<file path="src/rtl/bf16_pkg.sv">
// Shared BFloat16 types, constants and operand classification helpers.
package bf16_pkg;

    localparam int unsigned E    = 8;
    localparam int unsigned M    = 7;
    localparam int unsigned BIAS = 127;

    typedef struct packed {
        logic       s;
        logic [7:0] e;
        logic [6:0] m;
    } bf16_t;

    localparam logic [7:0] EXP_MAX  = 8'hFF;
    localparam logic [6:0] QNAN_MAN = 7'h7F;
    localparam bf16_t      ZERO     = '0;

    function automatic logic is_nan(input bf16_t x);
        return (x.e == EXP_MAX) && (x.m != '0);
    endfunction

    function automatic logic is_inf(input bf16_t x);
        return (x.e == EXP_MAX) && (x.m == '0);
    endfunction

    // Exponent zero is zero; denormal mantissas are ignored.
    function automatic logic is_zero(input bf16_t x);
        return x.e == '0;
    endfunction

endpackage

</file>
<file path="src/rtl/bf16_lzc.sv">
// Leading-zero counter used to renormalize after effective subtraction.
module bf16_lzc #(
    parameter int unsigned W  = 11,
    parameter int unsigned CW = $clog2(W + 1)
) (
    input  logic [W-1:0]  in,
    output logic [CW-1:0] cnt
);

    // Scan upward so the highest set bit is the last one to write cnt.
    always_comb begin
        cnt = CW'(W);
        for (int i = 0; i < W; i++) begin
            if (in[i]) begin
                cnt = CW'(W - 1 - i);
            end
        end
    end

endmodule

</file>
<file path="src/rtl/bf16_adder.sv">
// BFloat16 adder: RNE rounding, denormal flush-to-zero, canonical NaN, one-cycle registered result.
module bf16_adder #(
    parameter int unsigned E = 8,
    parameter int unsigned M = 7
) (
    input  logic         clk_i,
    input  logic         rst_i,
    input  logic         sa_i,
    input  logic [E-1:0] ea_i,
    input  logic [M-1:0] ma_i,
    input  logic         sb_i,
    input  logic [E-1:0] eb_i,
    input  logic [M-1:0] mb_i,
    output logic         s_o,
    output logic [E-1:0] e_o,
    output logic [M-1:0] m_o
);
    import bf16_pkg::*;

    bf16_t a, b, big, sml, res_d, res_q;
    logic        a_is_big, eff_sub, round_up;
    logic [7:0]  ediff;
    logic [17:0] sml_sh;
    logic [10:0] big_x, sml_x, diff, norm;
    logic [11:0] sum;
    logic [3:0]  lz;
    logic [8:0]  rnd;
    logic signed [9:0] exp_n, exp_r;

    assign a = {sa_i, ea_i, ma_i};
    assign b = {sb_i, eb_i, mb_i};

    assign a_is_big = {ea_i, ma_i} >= {eb_i, mb_i};
    assign big      = a_is_big ? a : b;
    assign sml      = a_is_big ? b : a;
    assign eff_sub  = sa_i ^ sb_i;
    assign ediff    = big.e - sml.e;

    // Extended field is {significand, guard, round, sticky}.
    assign big_x  = {1'b1, big.m, 3'b000};
    assign sml_sh = {1'b1, sml.m, 10'b0} >> ediff;
    assign sml_x  = (ediff >= 8'd10) ? 11'd1 : {sml_sh[17:8], |sml_sh[7:0]};
    assign sum    = {1'b0, big_x} + {1'b0, sml_x};
    assign diff   = big_x - sml_x;

    bf16_lzc #(
        .W  (11),
        .CW (4)
    ) u_lzc (
        .in  (diff),
        .cnt (lz)
    );

    always_comb begin
        norm  = '0;
        exp_n = $signed({2'b00, big.e});
        if (!eff_sub) begin
            if (sum[11]) begin
                norm  = {sum[11:2], |sum[1:0]};
                exp_n = $signed({2'b00, big.e}) + 10'sd1;
            end else begin
                norm = sum[10:0];
            end
        end else begin
            norm  = diff << lz;
            exp_n = $signed({2'b00, big.e}) - $signed({6'b0, lz});
        end
        round_up = norm[2] & (norm[1] | norm[0] | norm[3]);
        rnd      = {1'b0, norm[10:3]} + {8'b0, round_up};
        exp_r    = rnd[8] ? exp_n + 10'sd1 : exp_n;
    end

    always_comb begin
        res_d = ZERO;
        if (is_nan(a)) begin
            res_d = {sa_i, EXP_MAX, QNAN_MAN};
        end else if (is_nan(b)) begin
            res_d = {sb_i, EXP_MAX, QNAN_MAN};
        end else if (is_inf(a) && is_inf(b)) begin
            res_d = eff_sub ? {1'b0, EXP_MAX, QNAN_MAN} : {sa_i, EXP_MAX, 7'h00};
        end else if (is_inf(a)) begin
            res_d = a;
        end else if (is_inf(b)) begin
            res_d = b;
        end else if (is_zero(a) && is_zero(b)) begin
            res_d = {sa_i & sb_i, 8'h00, 7'h00};
        end else if (is_zero(a)) begin
            res_d = b;
        end else if (is_zero(b)) begin
            res_d = a;
        end else if (eff_sub && diff == '0) begin
            res_d = ZERO;
        end else if (exp_r >= 10'sd255) begin
            res_d = {big.s, EXP_MAX, 7'h00};
        end else if (exp_r <= 10'sd0) begin
            res_d = {big.s, 8'h00, 7'h00};
        end else begin
            res_d = {big.s, exp_r[7:0], rnd[8] ? rnd[7:1] : rnd[6:0]};
        end
    end

    always_ff @(posedge clk_i) begin
        if (rst_i) begin
            res_q <= ZERO;
        end else begin
            res_q <= res_d;
        end
    end

    assign s_o = res_q.s;
    assign e_o = res_q.e;
    assign m_o = res_q.m;

endmodule

</file>
<file path="config.mk">
export PLATFORM = sky130hd
export DESIGN_NAME = bf16_adder
export DESIGN_NICKNAME = d
export VERILOG_FILES = /design/src/rtl/bf16_pkg.sv /design/src/rtl/bf16_lzc.sv /design/src/rtl/bf16_adder.sv
export SDC_FILE = /design/constraint.sdc
export NUM_CORES = 1
export LEC_CHECK = 0
export BUFFER_PORTS_ARGS = -buffer_cell sky130_fd_sc_hd__buf_4
export CORE_MARGIN = 10
export CORE_UTILIZATION = 40
export DETAILED_ROUTE_END_ITERATION = 8
export GPL_TIMING_DRIVEN = 0
export PLACE_DENSITY = 0.62
export REMOVE_ABC_BUFFERS = 1
export SKIP_CTS_REPAIR_TIMING = 1
export SLEW_MARGIN = 10
export SYNTH_ARGS = -nofsm -noshare
export SYNTH_HDL_FRONTEND = slang
export SYNTH_HIERARCHICAL = 1
export SYNTH_SLANG_ARGS = --single-unit
</file>
<file path="constraint.sdc">
create_clock -name clk_i -period 33.6 [get_ports clk_i]
set_clock_uncertainty 0.05 [all_clocks]
set_input_delay 3.36 -clock clk_i [delete_from_list [all_inputs] [get_ports clk_i]]
set_output_delay 3.36 -clock clk_i [all_outputs]
set_load 0.05 [all_outputs]
</file>
# [Word level (Yosys, flattened, before mapping)]
# Index checks and enable logic that the tools add are counted.
[totals] reg_bits=16 word_cells=71 output_inout_bits=16
[classes] n_reduce_logical=16 shift=2 mux=32 bitwise_logic=5 eq_ne=2 n_addsub=7 order_cmp=4
[ops] operator="2-to-1 mux 16 bit" n=11
[ops] operator="2-to-1 mux 15 bit" n=3
[ops] operator="2-to-1 mux 11 bit" n=3
[ops] operator="2-to-1 mux 4 bit" n=8
[ops] operator="2-to-1 mux 10 bit" n=2
[ops] operator="right shift 18 x 8 -> 18 bit" n=1
[ops] operator="equality test 8 bit, second input constant" n=2
[ops] operator="zero test 8 bit" n=2
[ops] operator=">= comparator 15 bit" n=1
[ops] operator="zero test 7 bit" n=2
[ops] operator="nonzero test 7 bit" n=2
[ops] operator="adder 11 x 11 -> 12 bit" n=1
[ops] operator="zero test 11 bit" n=1
[ops] operator="<< shifter 11 x 4 -> 11 bit" n=1
[ops] operator="subtractor 11 bit" n=1
[ops] operator="adder 10 x 2 -> 10 bit, second input constant" n=1
[ops] operator=">= comparator 10 x 9 -> 1 bit, second input constant" n=1
[ops] operator="<= comparator 10 x 1 -> 1 bit, second input constant" n=1
[ops] operator="adder 8 x 1 -> 9 bit" n=1
[ops] operator="adder 8 x 1 -> 9 bit, second input constant" n=1
[ops] operator="2-to-1 mux 9 bit" n=1
[ops] operator="subtractor 8 x 4 -> 9 bit" n=1
[ops] operator=">= comparator 8 x 4 -> 1 bit, second input constant" n=1
[ops] operator="OR reduction 8 bit" n=1
[ops] operator="9 further kinds" n=18

# [Depth between registers and ports, before layout]
[logic_depth] depth_word=37 mapped_depth=54 mapped_depth_nobuf=47

# [By module]
# Netlist, hierarchy kept.
[modules_own_cells] mod="bf16_adder" cells_each=904 n_inst=1 area_each_um2=6130.9
[modules_own_cells] mod="bf16_lzc" cells_each=17 n_inst=1 area_each_um2=110.1

# [Worst setup path before layout]
# OpenSTA, ideal clock, no wires.
[synth_timing] kind="input -> register" start="input eb_i[6]" end="register res_q (netlist bit m_o[2])" t_required_ps=33428 t_arrival_ps=13458 slack_ps=19970 stages=50 cell_sequence="inv_1 ha_1 and3_4 nand3_4 or3_4 nand3_1 buf_2 buf_4 clkbuf_1 clkbuf_1 a21oi_1 ha_1 clkbuf_1 inv_1 nor3_1 o21ai_0 o311ai_0 mux2_2 [14 not listed] nor2_1 a21boi_0 inv_2 nor2_1 o21ai_0 and3_1 o32a_1 a41oi_1 ha_1 ha_1 inv_1 a221oi_4 nand4b_1 or4_1 and4_4 o31ai_4 nor3_2 a221o_1"
[synth_between] elab_chain_len=37 word_cells_on_any_way=57
[synth_rtl] element="from (decl)" line_no="bf16_adder.sv:12" text="input logic [E-1:0] eb_i,"
[synth_rtl] element=">= comparator 15 bit" line_no="bf16_adder.sv:33" text="assign a_is_big = {ea_i, ma_i} >= {eb_i, mb_i};"
[synth_rtl] element="2-to-1 mux 16 bit or 2-to-1 mux 15 bit (tied branches)" line_no="bf16_adder.sv:34, bf16_adder.sv:35"
[synth_rtl] element="subtractor 8 bit" line_no="bf16_adder.sv:37" text="assign ediff = big.e - sml.e;"
[synth_rtl] element="right shift 18 x 8 -> 18 bit" line_no="bf16_adder.sv:41" text="assign sml_sh = {1'b1, sml.m, 10'b0} >> ediff;"
[synth_rtl] element="OR reduction 8 bit" line_no="bf16_adder.sv:42" text="assign sml_x = (ediff >= 8'd10) ? 11'd1 : {sml_sh[17:8], |sml_sh[7:0]};"
[synth_rtl] element="2-to-1 mux 11 bit (*)" line_no="bf16_adder.sv:42"
[synth_rtl] element="subtractor 11 bit (*)" line_no="bf16_adder.sv:44" text="assign diff = big_x - sml_x;"
[synth_rtl] element="named net diff[0]" line_no="bf16_adder.sv:24" text="logic [10:0] big_x, sml_x, diff, norm;"
[synth_rtl] element="[22 not listed]"
[synth_rtl] element="2-to-1 mux 16 bit (*)" line_no="bf16_adder.sv:89" text="end else if (is_zero(b)) begin"
[synth_rtl] element="2-to-1 mux 16 bit (*)" line_no="bf16_adder.sv:87" text="end else if (is_zero(a)) begin"
[synth_rtl] element="2-to-1 mux 16 bit (*)" line_no="bf16_adder.sv:85" text="end else if (is_zero(a) && is_zero(b)) begin"
[synth_rtl] element="2-to-1 mux 16 bit (*)" line_no="bf16_adder.sv:83" text="end else if (is_inf(b)) begin"
[synth_rtl] element="2-to-1 mux 16 bit (*)" line_no="bf16_adder.sv:81" text="end else if (is_inf(a)) begin"
[synth_rtl] element="2-to-1 mux 16 bit (*)" line_no="bf16_adder.sv:79" text="end else if (is_inf(a) && is_inf(b)) begin"
[synth_rtl] element="2-to-1 mux 16 bit (*)" line_no="bf16_adder.sv:77" text="end else if (is_nan(b)) begin"
[synth_rtl] element="2-to-1 mux 16 bit (*)" line_no="bf16_adder.sv:75" text="if (is_nan(a)) begin"
[synth_rtl] element="to (signal assigned)" line_no="bf16_adder.sv:106" text="res_q <= res_d;"
[synth_rtl] element="to (decl)" line_no="bf16_adder.sv:20" text="bf16_t a, b, big, sml, res_d, res_q;"
# The timed path passes the listed nets; every way through them passes the cells marked *.
# A chain may end at the register's enable or synchronous reset.

# [Worst setup path after layout]
[layout_timing] start="input eb_i[0]" end="register res_q (netlist bit m_o[2])"
[layout_between] word_cells_on_any_way=57
[layout_rtl] element=">= comparator 15 bit" line_no="bf16_adder.sv:33"
[layout_rtl] element="2-to-1 mux 16 bit or 2-to-1 mux 15 bit (tied branches)" line_no="bf16_adder.sv:34, bf16_adder.sv:35"
[layout_rtl] element="subtractor 8 bit" line_no="bf16_adder.sv:37"
[layout_rtl] element="right shift 18 x 8 -> 18 bit" line_no="bf16_adder.sv:41"
[layout_rtl] element="OR reduction 8 bit" line_no="bf16_adder.sv:42"
[layout_rtl] element="2-to-1 mux 11 bit" line_no="bf16_adder.sv:42"
[layout_rtl] element="subtractor 11 bit (*)" line_no="bf16_adder.sv:44"
[layout_rtl] element="named net diff[9]" line_no="bf16_adder.sv:24"
[layout_rtl] element="[2 not listed]"
[layout_rtl] element="named net lz[1]" line_no="bf16_adder.sv:26" text="logic [3:0] lz;"
[layout_rtl] element="[11 not listed]"
[layout_rtl] element="2-to-1 mux 16 bit (*)" line_no="bf16_adder.sv:89"
[layout_rtl] element="2-to-1 mux 16 bit (*)" line_no="bf16_adder.sv:87"
[layout_rtl] element="2-to-1 mux 16 bit (*)" line_no="bf16_adder.sv:85"
[layout_rtl] element="2-to-1 mux 16 bit (*)" line_no="bf16_adder.sv:83"
[layout_rtl] element="2-to-1 mux 16 bit (*)" line_no="bf16_adder.sv:81"
[layout_rtl] element="2-to-1 mux 16 bit (*)" line_no="bf16_adder.sv:79"
[layout_rtl] element="2-to-1 mux 16 bit (*)" line_no="bf16_adder.sv:77"
[layout_rtl] element="2-to-1 mux 16 bit (*)" line_no="bf16_adder.sv:75"
# Marked as above.

==> summary.md <==
| Metric | Value |
|---|---|
| Clk pwr share | `7.6%` |
| Crit Path Max Fanout | `38` |
| H-tree depth | `1` |
| Yosys top cell by area | `ha_1` |
| First drt pass iteration count | `6` |
| Leakage power | `roughly 2.8 nW` |
| Tcrit/Tclk final | `between 40% and 50%` |
| Non-filler instance count after layout | `about 1.1k` |
| Worst Slack Setup Final | `around 17000 ps` |
| Placed Cells | `approximately 1.1k` |
| Fin nets | `roughly 1k` |
| Tot GR Track Use | `about 20%` |
| Synth area leaders | `ha_1 7.8%, nand2_1 6.3%, nor2_1 5.5%` |
| Startpoint class of the critical path | `input port` |
| Crit end category | `register` |
| Setup TNS | `0 ps` |
| Synth top area share | `~7.8%` |
| Area of the core | `approximately 0.015 sq mm` |
| Power Total | `about 0.34 mW` |
| Most frequent cells in the layout | `104 x nand2_1, 92 x nor2_1, 63 x a21oi_1, 54 x inv_1, 49 x buf_4` |
| First-pass GRT wire length | `roughly 36000 um` |
| Initial antenna violation count | `0` |
| Die ar. | `between 0.02 and 0.025 sq mm` |
| Yosys cell types | `between 100 and 150` |
| Hold path cells | `3` |
| Normalized max-slew margin | `20.0%` |
| Post-DP Area | `between 0.006 and 0.007 sq mm` |
| HP Class | `in -> reg` |
| Final Setup Violations | `0` |
| MaxCap Viol Count | `0` |
| CP Capture Point | `m_o[2]` |
| Sw Pwr | `between 0.15 and 0.2 mW` |
| CTS root buf | `clkbuf_16` |
| Worst EP required | `around 34000 ps` |
| Ports | `50` |
| Largest net degree at the start of global routing | `39` |
| DP Wirelength | `between 15000 and 20000 um` |
| Final Hold Vio Count | `0` |
| Dpl ws | `17440 ps` |
| Final design area excluding fillers | `about 0.0068 sq mm` |
| Internal power | `0.145 mW` |
| Final antenna-violating net count | `0` |
| Hold Slack | `approximately 3300 ps` |
| Most common library cell in the layout ignoring fill and taps | `nand2_1` |
| EDFF count, synth | `0` |
| Max Slew Vio Count | `0` |
| Comb pwr share | `a little over four fifths` |
| Syn avg cell area | `6.78 sq um` |
| Status | `finished clean` |
| Placer congestion estimate | `0.935` |
| WP data arrival | `16270 ps` |
| Switching Share | `between 50% and 60%` |
| Fill cells | `about 1.6k` |
| Initial core utilization | `between 40 and 50%` |
| Wire per inst | `a little under 20 um` |
| Seq cells post-synth | `16` |
| Chip Width | `around 140 um` |
| Iteration-0 DRC Markers | `slightly above 1k` |
| Clock Pin Slew Worst Setup and Hold Paths | `approximately 50 ps` |
| Vias per cell | `approximately 6.4` |
| Sequential share of the synthesized area | `5.13%` |
| Asr flop ratio synth | `0%` |
| Sequential cell area | `roughly 320 sq um` |
| Largest stage delay on the critical path | `between 700 and 800 ps` |
| Worst Tran Pin Value | `1200 ps` |
| Mapped Area | `between 0.006 and 0.007 sq mm` |
| Vias in the first global route | `6648` |
| ANT cells | `0` |
| Tmin final | `~16000 ps` |
| Flop pwr share | `7.6%` |
| Residual DRC count | `0` |
| RSZ-0062 raised after global routing | `false` |
| Multi-input gate area | `~0.0055 sq mm` |
| Setup crit start | `eb_i[0]` |
| Die Height | `145 um` |
| Total CTS buffers | `3` |
| CTS tree | `yes` |
| Slowest-stage cell, CP | `nand3_2` |
| Fmax | `about 62 MHz` |
| Prevailing post-synth register cell | `dfxtp_1` |
| Final WL | `22400 um` |
| CTS max path bufs | `2` |
| Clock Sinks | `16` |
| Gr ovfl total | `0` |
| Routed via count | `between 7k and 8k` |
| Area delta synth->final | `9.36%` |
| Setup CP Type | `in -> reg` |
| PD cells | `just over 50 mW/mm^2` |
| PortBufs | `49` |
| Layout cell share with drive strength beyond 1 | `approximately 14%` |
| Final Util | `44.7%` |
| # rows | `45` |
| VDD IR max | `approximately 27 uV` |
| Mapped Cells | `a little over 900` |
| Yosys Warn Count | `6` |
-- area by class of cell --
type / instances / area share, %
Multi-Input combinational cell: 800 / 80.9
Inverter: 60 / 3.30
Tap cell: 211 / 3.87
Timing Repair Buffer: 52 / 5.94
Clock buffer: 4 / 1.30
Sequential cell: 16 / 4.69
-- Yosys cell counts, types with 6 or more instances --
| cell | n |
|---|---|
| buf_2 | 9 |
| a31oi_1 | 16 |
| o22ai_1 | 6 |
| nand3b_1 | 6 |
| mux2i_1 | 29 |
| nor4_1 | 12 |
| a21boi_0 | 7 |
| a41oi_1 | 7 |
| nand2_1 | 104 |
| dfxtp_1 | 16 |
| nor2_1 | 92 |
| clkbuf_1 | 28 |
| and3_1 | 18 |
| o211ai_1 | 7 |
| or3_1 | 10 |
| o21ai_1 | 11 |
| nand3_1 | 31 |
| nor3_1 | 32 |
| a221oi_1 | 7 |
| xnor2_1 | 19 |
| a21o_1 | 12 |
| nand4_1 | 16 |
| mux2_2 | 11 |
| ha_1 | 39 |
| o21a_1 | 6 |
| xor2_1 | 9 |
| a211oi_1 | 12 |
| o31ai_1 | 18 |
| a21oi_1 | 64 |
| nor2b_1 | 9 |
| o21ai_0 | 47 |
| inv_1 | 54 |
| nand2b_1 | 9 |
-- power groups by stage --
stage	clock, mW	combinational [mW]	sequential [mW]
finish	0.0260	0.293	0.0261
global route	0.0268	0.316	0.0268
CTS	0.0258	0.287	0.0262
detailed placement	0	0.286	0.0266
global placement	0	0.281	0.0265
floorplan	0	0.188	0.0471
-- registers in the layout, summed over array words and instances (netlist names) --
| signal | count |
|---|---|
| e_o | 8 |
| m_o | 7 |
| s_o | 1 |
-- kinds of logic after synthesis --
logic type               synth area share, %
AND/OR/NAND/NOR                         32.6
AO/OA/AOI/OAI                           35.2
buffers and inverters                   6.80
multiplexers                            7.36
adder cells (fa/ha/maj)                 8.46
XOR/XNOR                                4.45
flip-flops                              5.13
-- routing by layer --
metal | vias up | track usage, % | share of wire (%)
met4 | 0 | 4.29 | 1.9
met2 | 396 | 30.7 | 44
met5 | - | 0 | 0
li1 | 3503 | - | -
met3 | 37 | 2.11 | 8.8
met1 | 3407 | 28.3 | 45
-- critical path, delay by kind of cell --
kind	cells	cell delay (ps)
AOI/OAI and AO/OA	18	4910
and+or+nand+nor	16	5150
buffers and inverters	5	710
adders and majority gates	5	1690
muxes	1	410
-- worst min path at each step --
stage,start,endpoint
floorplan,rst_i,s_o
global placement,sa_i,s_o
detailed placement,sa_i,s_o
CTS,sa_i,s_o
global route,rst_i,e_o[1]
finish,sa_i,s_o
No activity file was read; power rests on OpenSTA's default activity.
